<file path="config.mk">
export PLATFORM = sky130hd
export DESIGN_NAME = sipo_frame_ctrl
export DESIGN_NICKNAME = d
export VERILOG_FILES = /design/src/rtl/sipo_pkg.sv /design/src/rtl/sipo_shift_reg.sv /design/src/rtl/sipo_frame_ctrl.sv
export SDC_FILE = /design/constraint.sdc
export NUM_CORES = 1
export LEC_CHECK = 0
export BUFFER_PORTS_ARGS = -buffer_cell sky130_fd_sc_hd__buf_2
export CAP_MARGIN = 20
export CORE_AREA = 2 2 47 49
export DETAILED_ROUTE_END_ITERATION = 8
export DIE_AREA = 0 0 49 51
export GPL_TIMING_DRIVEN = 1
export PLACE_DENSITY = 0.76
export SETUP_SLACK_MARGIN = 0.15
export SLEW_MARGIN = 20
export SYNTH_ARGS = -nofsm -noshare
export SYNTH_HDL_FRONTEND = slang
export SYNTH_SLANG_ARGS = --single-unit
</file>
<file path="constraint.sdc">
create_clock -name clk -period 2.3 [get_ports clk]
set_clock_uncertainty 0.2 [all_clocks]
set_input_delay 0.115 -clock clk [delete_from_list [all_inputs] [get_ports clk]]
set_output_delay 0.115 -clock clk [all_outputs]
set_load 0.005 [all_outputs]
</file>
<file path="src/rtl/sipo_pkg.sv">
// Shared definitions for the serial-in/parallel-out framing controller.
// Holds the controller state encoding, default geometry constants and a
// helper that sizes counters able to hold the values 0..n.
package sipo_pkg;

   typedef enum logic {
      ST_IDLE  = 1'b0,
      ST_SHIFT = 1'b1
   } state_e;

   localparam int DEF_WIDTH   = 4;
   localparam int DEF_TIMEOUT = 16;

   // Bits needed to represent 0..n (at least one bit).
   function automatic int cnt_width(input int n);
      return (n < 1) ? 1 : $clog2(n + 1);
   endfunction

endpackage

</file>
<file path="src/rtl/sipo_shift_reg.sv">
// WIDTH-bit serial-in shift register, first bit migrates towards the MSB.
// Ports:
//   clk, rst    clock / asynchronous active-high reset
//   shift_en_i  take din_i this cycle
//   restart_i   with shift_en_i: discard contents, din_i becomes the only bit
//   din_i       serial data bit
//   q_o         current register contents
//   nxt_o       value the register takes at the next clock edge
module sipo_shift_reg #(
   parameter int WIDTH = 4
) (
   input  logic             clk,
   input  logic             rst,
   input  logic             shift_en_i,
   input  logic             restart_i,
   input  logic             din_i,
   output logic [WIDTH-1:0] q_o,
   output logic [WIDTH-1:0] nxt_o
);

   logic [WIDTH-1:0] sreg_q;
   logic [WIDTH-1:0] sreg_d;
   logic [WIDTH-1:0] shifted;

   generate
      if (WIDTH == 1) begin : g_one
         assign shifted = din_i;
      end else begin : g_many
         assign shifted = {sreg_q[WIDTH-2:0], din_i};
      end
   endgenerate

   always_comb begin
      sreg_d = sreg_q;
      if (shift_en_i) begin
         sreg_d = restart_i ? WIDTH'(din_i) : shifted;
      end
   end

   always_ff @(posedge clk or posedge rst) begin
      if (rst) begin
         sreg_q <= '0;
      end else begin
         sreg_q <= sreg_d;
      end
   end

   assign q_o   = sreg_q;
   assign nxt_o = sreg_d;

endmodule

</file>
<file path="src/rtl/sipo_frame_ctrl.sv">
// Framing and hand-off controller for a serial-in/parallel-out path.
// Strobed serial bits are collected into a WIDTH-bit word (first bit ends at
// the MSB) and handed to a single-entry output buffer with valid/ready.
// Ports:
//   clk, rst     clock / asynchronous active-high reset
//   ser_in       serial data bit, sampled when ser_vld=1
//   ser_vld      bit strobe
//   frame_start  current strobed bit is bit 1 of a frame
//   out_rdy      consumer ready
//   clr_ovr      clears the sticky overrun flag
//   par_out      buffered word
//   par_vld      par_out holds an untransferred word
//   overrun      sticky: a completed word was dropped
//   frame_err    one-cycle pulse after a restart or a timeout abort
//   busy         frame in progress (SHIFT state)
//   bit_cnt      bits captured in the current frame
//
// Handshake: a word moves to the consumer on any cycle where par_vld and
// out_rdy are both high; while par_vld=1 and no transfer happens, par_out
// holds its value and par_vld stays high.
module sipo_frame_ctrl
   import sipo_pkg::*;
#(
   parameter int WIDTH   = DEF_WIDTH,
   parameter int TIMEOUT = DEF_TIMEOUT
) (
   input  logic                          clk,
   input  logic                          rst,
   input  logic                          ser_in,
   input  logic                          ser_vld,
   input  logic                          frame_start,
   input  logic                          out_rdy,
   input  logic                          clr_ovr,
   output logic [WIDTH-1:0]              par_out,
   output logic                          par_vld,
   output logic                          overrun,
   output logic                          frame_err,
   output logic                          busy,
   output logic [cnt_width(WIDTH)-1:0]   bit_cnt
);

   localparam int CW = cnt_width(WIDTH);
   localparam int IW = cnt_width(TIMEOUT);
   localparam logic [CW-1:0] LAST_BIT = CW'(WIDTH - 1);
   localparam logic [IW-1:0] IDLE_LAST = IW'((TIMEOUT > 0) ? TIMEOUT - 1 : 0);

   state_e           state_q, state_d;
   logic [CW-1:0]    bit_cnt_q, bit_cnt_d;
   logic [IW-1:0]    idle_q, idle_d;
   logic [WIDTH-1:0] par_out_q, par_out_d;
   logic             par_vld_q, par_vld_d;
   logic             ovr_q, ovr_d;
   logic             ferr_q, ferr_d;

   logic             shift_en;
   logic             restart;
   logic             complete;
   logic             abort;
   logic             xfer;
   logic [WIDTH-1:0] sreg;
   logic [WIDTH-1:0] word;

   sipo_shift_reg #(.WIDTH(WIDTH)) u_sreg (
      .clk        (clk),
      .rst        (rst),
      .shift_en_i (shift_en),
      .restart_i  (restart),
      .din_i      (ser_in),
      .q_o        (sreg),
      .nxt_o      (word)
   );

   // Frame FSM and counters
   always_comb begin
      state_d   = state_q;
      bit_cnt_d = bit_cnt_q;
      idle_d    = idle_q;
      shift_en  = 1'b0;
      restart   = 1'b0;
      complete  = 1'b0;
      abort     = 1'b0;
      case (state_q)
         ST_IDLE: begin
            if (ser_vld && frame_start) begin
               shift_en = 1'b1;
               restart  = 1'b1;
               idle_d   = '0;
               if (WIDTH == 1) begin
                  complete = 1'b1;
               end else begin
                  state_d   = ST_SHIFT;
                  bit_cnt_d = CW'(1);
               end
            end
         end
         ST_SHIFT: begin
            if (ser_vld) begin
               shift_en = 1'b1;
               idle_d   = '0;
               if (frame_start) begin
                  // Restart: partial frame dropped, this bit is bit 1.
                  restart   = 1'b1;
                  abort     = 1'b1;
                  bit_cnt_d = CW'(1);
               end else if (bit_cnt_q == LAST_BIT) begin
                  complete  = 1'b1;
                  state_d   = ST_IDLE;
                  bit_cnt_d = '0;
               end else begin
                  bit_cnt_d = bit_cnt_q + CW'(1);
               end
            end else if (TIMEOUT > 0) begin
               if (idle_q == IDLE_LAST) begin
                  abort     = 1'b1;
                  state_d   = ST_IDLE;
                  bit_cnt_d = '0;
                  idle_d    = '0;
               end else begin
                  idle_d = idle_q + IW'(1);
               end
            end
         end
         default: begin
            state_d   = ST_IDLE;
            bit_cnt_d = '0;
            idle_d    = '0;
         end
      endcase
   end

   // Output buffer: a completed word (taken from the shift register's next
   // value, so it lands in the same edge as the completing bit) is accepted
   // if the buffer is empty or is being emptied this cycle.
   assign xfer = par_vld_q && out_rdy;

   always_comb begin
      par_out_d = par_out_q;
      par_vld_d = par_vld_q && !xfer;
      ovr_d     = ovr_q && !clr_ovr;
      ferr_d    = abort;
      if (complete) begin
         if (!par_vld_q || xfer) begin
            par_out_d = word;
            par_vld_d = 1'b1;
         end else begin
            ovr_d = 1'b1;
         end
      end
   end

   always_ff @(posedge clk or posedge rst) begin
      if (rst) begin
         state_q   <= ST_IDLE;
         bit_cnt_q <= '0;
         idle_q    <= '0;
         par_out_q <= '0;
         par_vld_q <= 1'b0;
         ovr_q     <= 1'b0;
         ferr_q    <= 1'b0;
      end else begin
         state_q   <= state_d;
         bit_cnt_q <= bit_cnt_d;
         idle_q    <= idle_d;
         par_out_q <= par_out_d;
         par_vld_q <= par_vld_d;
         ovr_q     <= ovr_d;
         ferr_q    <= ferr_d;
      end
   end

   assign par_out   = par_out_q;
   assign par_vld   = par_vld_q;
   assign overrun   = ovr_q;
   assign frame_err = ferr_q;
   assign busy      = (state_q == ST_SHIFT);
   assign bit_cnt   = bit_cnt_q;

endmodule

</file>
**Yosys cells after proc, flatten, opt, wreduce, memory -nomap -nowiden**

Index checks and enable logic that the tools add are counted.

- $add $sub $neg: 2
- Eq/ne operators: 4
- Mux-type cells: 34
- Bitwise operators: 1
- Reductions and logical operators: 10

Operator list:

| cell | number |
|---|---|
| 1-bit two-way mux | 19 |
| 3-bit two-way mux | 5 |
| 5-bit two-way mux | 3 |
| 5-bit case mux with 2 select lines | 1 |
| 4-bit two-way mux | 2 |
| 1-bit case mux with 2 select lines | 3 |
| 3-bit case mux with 2 select lines | 1 |
| 5-bit by 1-bit adder with 5-bit output (second input constant) | 1 |
| 5-bit by 4-bit == test with 1-bit output (second input constant) | 1 |
| 1-bit logical AND | 4 |
| 2-bit AND reduction | 2 |
| 3-bit by 1-bit adder with 3-bit output (second input constant) | 1 |
| 3-bit by 2-bit == test with 1-bit output (second input constant) | 1 |
| 1-bit logical NOT | 3 |
| 3-bit by 2-bit inequality test with 1-bit output (second input constant) | 1 |
| 2-bit inequality test (second input constant) | 1 |
| 1-bit logical OR | 1 |
| 1-bit NOT | 1 |

- Bits in registers: 20
- Input port bits: 7
- Output and inout bits: 11
- Word-level logic and storage cells: 59

**Longest topological paths before layout**

- Depth in word-level cells: 6
- Gate-level depth with buffers: 5
- Mapped depth without buffers: 4

**Hierarchy**

A second synthesis with hierarchy kept.

- Cell total of the unflattened synthesis: 84
- Area, all modules: 930.9 um^2

Modules (own cells, without submodules):

| module | times used | cells an instance | area an instance (um^2) | seq. area each (um^2) |
|---|---|---|---|---|
| sipo_frame_ctrl | 1 | 69 | 763.2 | 400.4 |
| sipo_shift_reg | 1 | 15 | 167.7 | 100.1 |

**Worst setup path after synthesis**

No wires, ideal clock.

- Path kind: register to register
- Start: reg bit_cnt_q[0], in the netlist bit_cnt[0]
- End: reg par_out_q[0], in the netlist par_out[0]
- Setup time: 0.125 ns
- Arrival: 1.312 ns
- Data required time: 1.975 ns
- Slack: 0.663 ns
- Cell stages (with the launch flop): 5
- Path buffers: 0
- Clock period less this slack: 1.637 ns
- Path through: dfrtp_1 > ha_1 > nand2b_1 > nor4b_4 > mux2_2

- Longest elaborated chain between the ends: 6

RTL lines:

| element | line | source |
|---|---|---|
| start: declaration | sipo_frame_ctrl.sv:48 | `logic [CW-1:0] bit_cnt_q, bit_cnt_d;` |
| start signal: assignment | sipo_frame_ctrl.sv:162 | `bit_cnt_q <= bit_cnt_d;` |
| 3-bit by 2-bit == test with 1-bit output | sipo_frame_ctrl.sv:105 | `end else if (bit_cnt_q == LAST_BIT) begin` |
| 1-bit two-way mux | sipo_frame_ctrl.sv:105 |  |
| 1-bit two-way mux | sipo_frame_ctrl.sv:100 | `if (frame_start) begin` |
| 1-bit two-way mux | sipo_frame_ctrl.sv:97 | `if (ser_vld) begin` |
| 1-bit two-way mux | sipo_frame_ctrl.sv:82 | `case (state_q)` |
| 2-bit AND reduction (no line) | -- |  |
| end signal: assignment | sipo_frame_ctrl.sv:164 | `par_out_q <= par_out_d;` |
| end: declaration | sipo_frame_ctrl.sv:50 | `logic [WIDTH-1:0] par_out_q, par_out_d;` |

No other way between the ends.
A chain may end at the register's enable or synchronous reset.

**Worst setup path after layout**

- Start: reg state_q, in the netlist busy
- End: reg par_out_q[1], in the netlist par_out[1]

- Longest elaborated chain between the ends: 4
- Elaborated cells on any way between the ends: 7
- Classes of those cells: mux (5); bitwise (1); reduce/logical (1)

RTL lines:

| element | line | source |
|---|---|---|
| start: declaration | sipo_frame_ctrl.sv:47 | `state_e state_q, state_d;` |
| start signal: assignment | sipo_frame_ctrl.sv:161 | `state_q <= state_d;` |
| 1-bit NOT | -- |  |
| 1-bit case mux with 2 select lines | sipo_frame_ctrl.sv:82 |  |
| 4-bit two-way mux | sipo_shift_reg.sv:36 | `sreg_d = restart_i ? WIDTH'(din_i) : shifted;` |
| 4-bit two-way mux | sipo_shift_reg.sv:35 | `if (shift_en_i) begin` |

Several ways; a longest one is shown, not always the timed one.

==> qor.log <==
INFO  power          p_comb_share=20.3%
INFO  power          power-per-cell-area=751nW/um2
INFO  worst_hold_path hp-class=primary input to register
INFO  power          netSwitchingFraction=25.8%
INFO  clock_network  clk-insertion-delay-late=290ps
INFO  synth          total_nets_after_synthesis=104
INFO  final_layout   final_cell_area=1220um2
INFO  final_layout   final_common_cell=sky130_fd_sc_hd__dfrtp_1
INFO  run            max_cap_violations=0
INFO  synth          synth-main-ff-cell=sky130_fd_sc_hd__dfrtp_1
INFO  final_layout   antenna_fix_cells=0
INFO  route          dr_wl_met2=950um
INFO  setup_path     crit_arrival=1880ps
INFO  power          p_total=913uW
INFO  setup_path     critical_path.cell_chain=nand2_2, nor4b_4, mux2_2
INFO  power          clock_power_share=31.1%
INFO  synth          synth.lib_cells_used.distinct=34
INFO  clock_network  cts_repair_resize_count=0
INFO  sta            finalCritPeriodShare=82.1%
INFO  floorplanning  floorplan.die_area=2500um2
INFO  setup_path     slowest_stage=sky130_fd_sc_hd__dfrtp_1
INFO  synth          post-synth-top-area-cell=sky130_fd_sc_hd__dfrtp_1
INFO  final_layout   drive_gt1_share=29.1%
INFO  synth          proportion_of_register_bits_with_asynchronous_set_or_reset_after_synthesis=100%
INFO  clock_network  clk_pin_slew=120ps
INFO  global_routing first_pass_grt_wire_length=3030um
INFO  global_routing grt_antenna_before_repair=0
INFO  final_layout   most-common-layout-cells=sky130_fd_sc_hd__dfrtp_1 (20), sky130_fd_sc_hd__buf_2 (17), sky130_fd_sc_hd__nand2_1 (7), sky130_fd_sc_hd__inv_1 (7)
INFO  placement      hpwl=1340um
INFO  synth          number_of_enable_flip_flop_cells_after_synthesis=0
INFO  synth          synth-warning-count=0
INFO  route          wl_met1=812um
INFO  clock_network  clockBufferDepth=2
INFO  route          drt_iter0_drc=10
INFO  clock_network  cts_setup_buffers=0
INFO  sta            grt_setup_unrepaired=false
INFO  final_layout   area_growth_syn_to_layout=19.7%
INFO  setup_path     kind_of_start_point_of_the_critical_path=register
INFO  placement      portBuffers=17
INFO  route          via_per_inst=5.27
INFO  synth          area_share_of_the_largest_cell_type_after_synthesis=49.3%
INFO  placement      placement.setup.worst_slack=418ps
INFO  route          wire_per_inst=12.7um
INFO  clock_network  tritoncts.num_buffers=3
INFO  power          ir_drop=0.416mV
INFO  run_status     status=completed
INFO  power          cell_internal_pwr=677uW
INFO  setup_path     critPathTopFamily=flip-flops
INFO  sta            fmaxAchievable=0.530GHz
INFO  setup_path     slowest_delay=650ps
INFO  sta            final-max-slew-violation-count=0
INFO  global_routing grt_util_all_layers=16.2%
INFO  placement      gp_routability_congestion=0.775
INFO  synth          synth.ff_latch_count=20
INFO  sta            setup-violations-final=0
INFO  sta            timing_worst_slew_pin_value=722ps
INFO  setup_path     crit_buf_inv=0
INFO  power          p_leak=0.570nW
INFO  final_layout   nNetsFinal=127
INFO  setup_path     critical_path.max_fanout=17
INFO  floorplanning  top_level_ports=18
INFO  route          postRouteWirelength=1840um
INFO  clock_network  cts.sink_count=20
INFO  route          dr.pass1.iters=4
INFO  power          power_frac_seq=48.7%
INFO  clock_network  clock_tree.root_cell=sky130_fd_sc_hd__clkbuf_4
INFO  floorplanning  chipWidth=49um
INFO  synth          synth_area_leaders=sky130_fd_sc_hd__dfrtp_1 (49%), sky130_fd_sc_hd__mux2_2 (5.5%), sky130_fd_sc_hd__o221ai_2 (4.4%), sky130_fd_sc_hd__nand2b_1 (3.1%), sky130_fd_sc_hd__inv_1 (2.6%)
INFO  synth          syn_avg_cell_area=10.7um2
INFO  placement      place_area=1110um2
INFO  route          route.top_layer_used=met4
INFO  sta            setup_tns=0ps
INFO  route          drc_errors=0
INFO  clock_network  tritoncts_clock_tree=built
INFO  setup_path     path_class=register to register
INFO  sta            slew_headroom=51.8%
INFO  power          net-switching-power=236uW
INFO  global_routing grt_overflow_total=0
INFO  route          detailroute.via_count=764
INFO  floorplanning  initial_core_util=49.2%
INFO  route          dr_wl_met3=56um
INFO  clock_network  cts_htree_levels=1
INFO  sta            layout_setup_ws=412ps
INFO  setup_path     endpoint_kind=register
INFO  synth          syn_inst=95
INFO  synth          synth.yosys.seq_area_share=49.3%
INFO  sta            final-hold-violation-count=0
INFO  sta            fin_crit_period=1890ps
INFO  route          ant_nets=0
INFO  global_routing via_count_of_the_first_global_routing_pass=689
INFO  floorplanning  die_height=51um
INFO  global_routing grt_start_max_net_pins=21
INFO  floorplanning  core-area=2060um2
INFO  synth          mappedNetlistArea=1020um2
INFO  floorplanning  floorplan_row_count=17
INFO  setup_path     worst-endpoint-required=2290ps
[Yosys cell counts, types with 4 or more instances]
cell type                  count
sky130_fd_sc_hd__o21ai_1       4
sky130_fd_sc_hd__inv_1         7
sky130_fd_sc_hd__dfrtp_1      20
sky130_fd_sc_hd__mux2_2        5
sky130_fd_sc_hd__nor2_1        4
sky130_fd_sc_hd__nand2_1       7
sky130_fd_sc_hd__nand2b_1      5
[cell families (layout without fill, tap and decap cells)]
| logic type | Yosys count | count (layout) | synth area share (%) |
|---|---|---|---|
| flip-flops | 20 | 20 | 49.3 |
| buffers and inverters | 13 | 35 | 5.91 |
| multiplexers | 5 | 5 | 5.54 |
| AO/OA/AOI/OAI | 25 | 25 | 18.8 |
| adder cells (fa/ha/maj) | 2 | 2 | 2.46 |
| AND/OR/NAND/NOR | 30 | 30 | 18.0 |
[path summary, 6_finish.rpt]
kind | startpoint | end | slack, ps | cells past startpoint
min in group asynchronous | rst | par_out[1] | 270 | 3
setup / recovery | busy | par_out[1] | 410 | 3
hold reg to reg | par_out[2] | par_out[2] | 310 | 1
hold / removal | ser_vld | idle_q[1] | 30 | 2
setup reg to reg | busy | par_out[1] | 410 | 3
max in group asynchronous | rst | par_out[3] | 1180 | 3
[layout make-up]
class	count	area (um2)
inverter	8	30.0
clock buffer	3	22.5
sequential	20	500
tap	28	35.0
multi-input combinational	62	455
fill	187	847
clock inverter	1	30.0
timing repair buffer	23	143
[registers in the layout, summed over array words and instances (netlist names)]
signal      count
par_vld         1
frame_err       1
par_out         4
overrun         1
bit_cnt         3
idle_q          5
busy            1
u_sreg.q_o      4
[stage by stage]
step | utilization, % | hold slack [ps] | instances
global route | 58.9 | 28.7 | 145
CTS | 58.9 | 21.7 | 145
detailed placement | 54.0 | 88.2 | 136
global placement | 54.0 | 80.0 | 136
finish | 58.9 | 25.7 | 145
floorplan | - | -121 | 95
[repair_timing]
action,CTS,global route
hold buffers,5,0
hold endpoints to repair,26,0
endpoints found under the setup margin,0,0
[layer usage]
metal	vias up	global-route usage, %
met5	-	0
met4	0	8.10
met3	2	2.92
met2	14	27.9
met1	363	19.6
li1	385	-
[power by group through the flow]
| stage | Clock (mW) | Sequential [mW] | Combinational [mW] |
|---|---|---|---|
| 2_1_floorplan | 0 | 0.446 | 0.124 |
| 3_3_place_gp | 0 | 0.450 | 0.177 |
| 3_5_place_dp | 0 | 0.452 | 0.182 |
| 4_1_cts | 0.293 | 0.445 | 0.189 |
| 5_1_grt | 0.314 | 0.453 | 0.209 |
| 6_report | 0.284 | 0.444 | 0.185 |
Note: power is estimated with default switching activity, not from simulation.
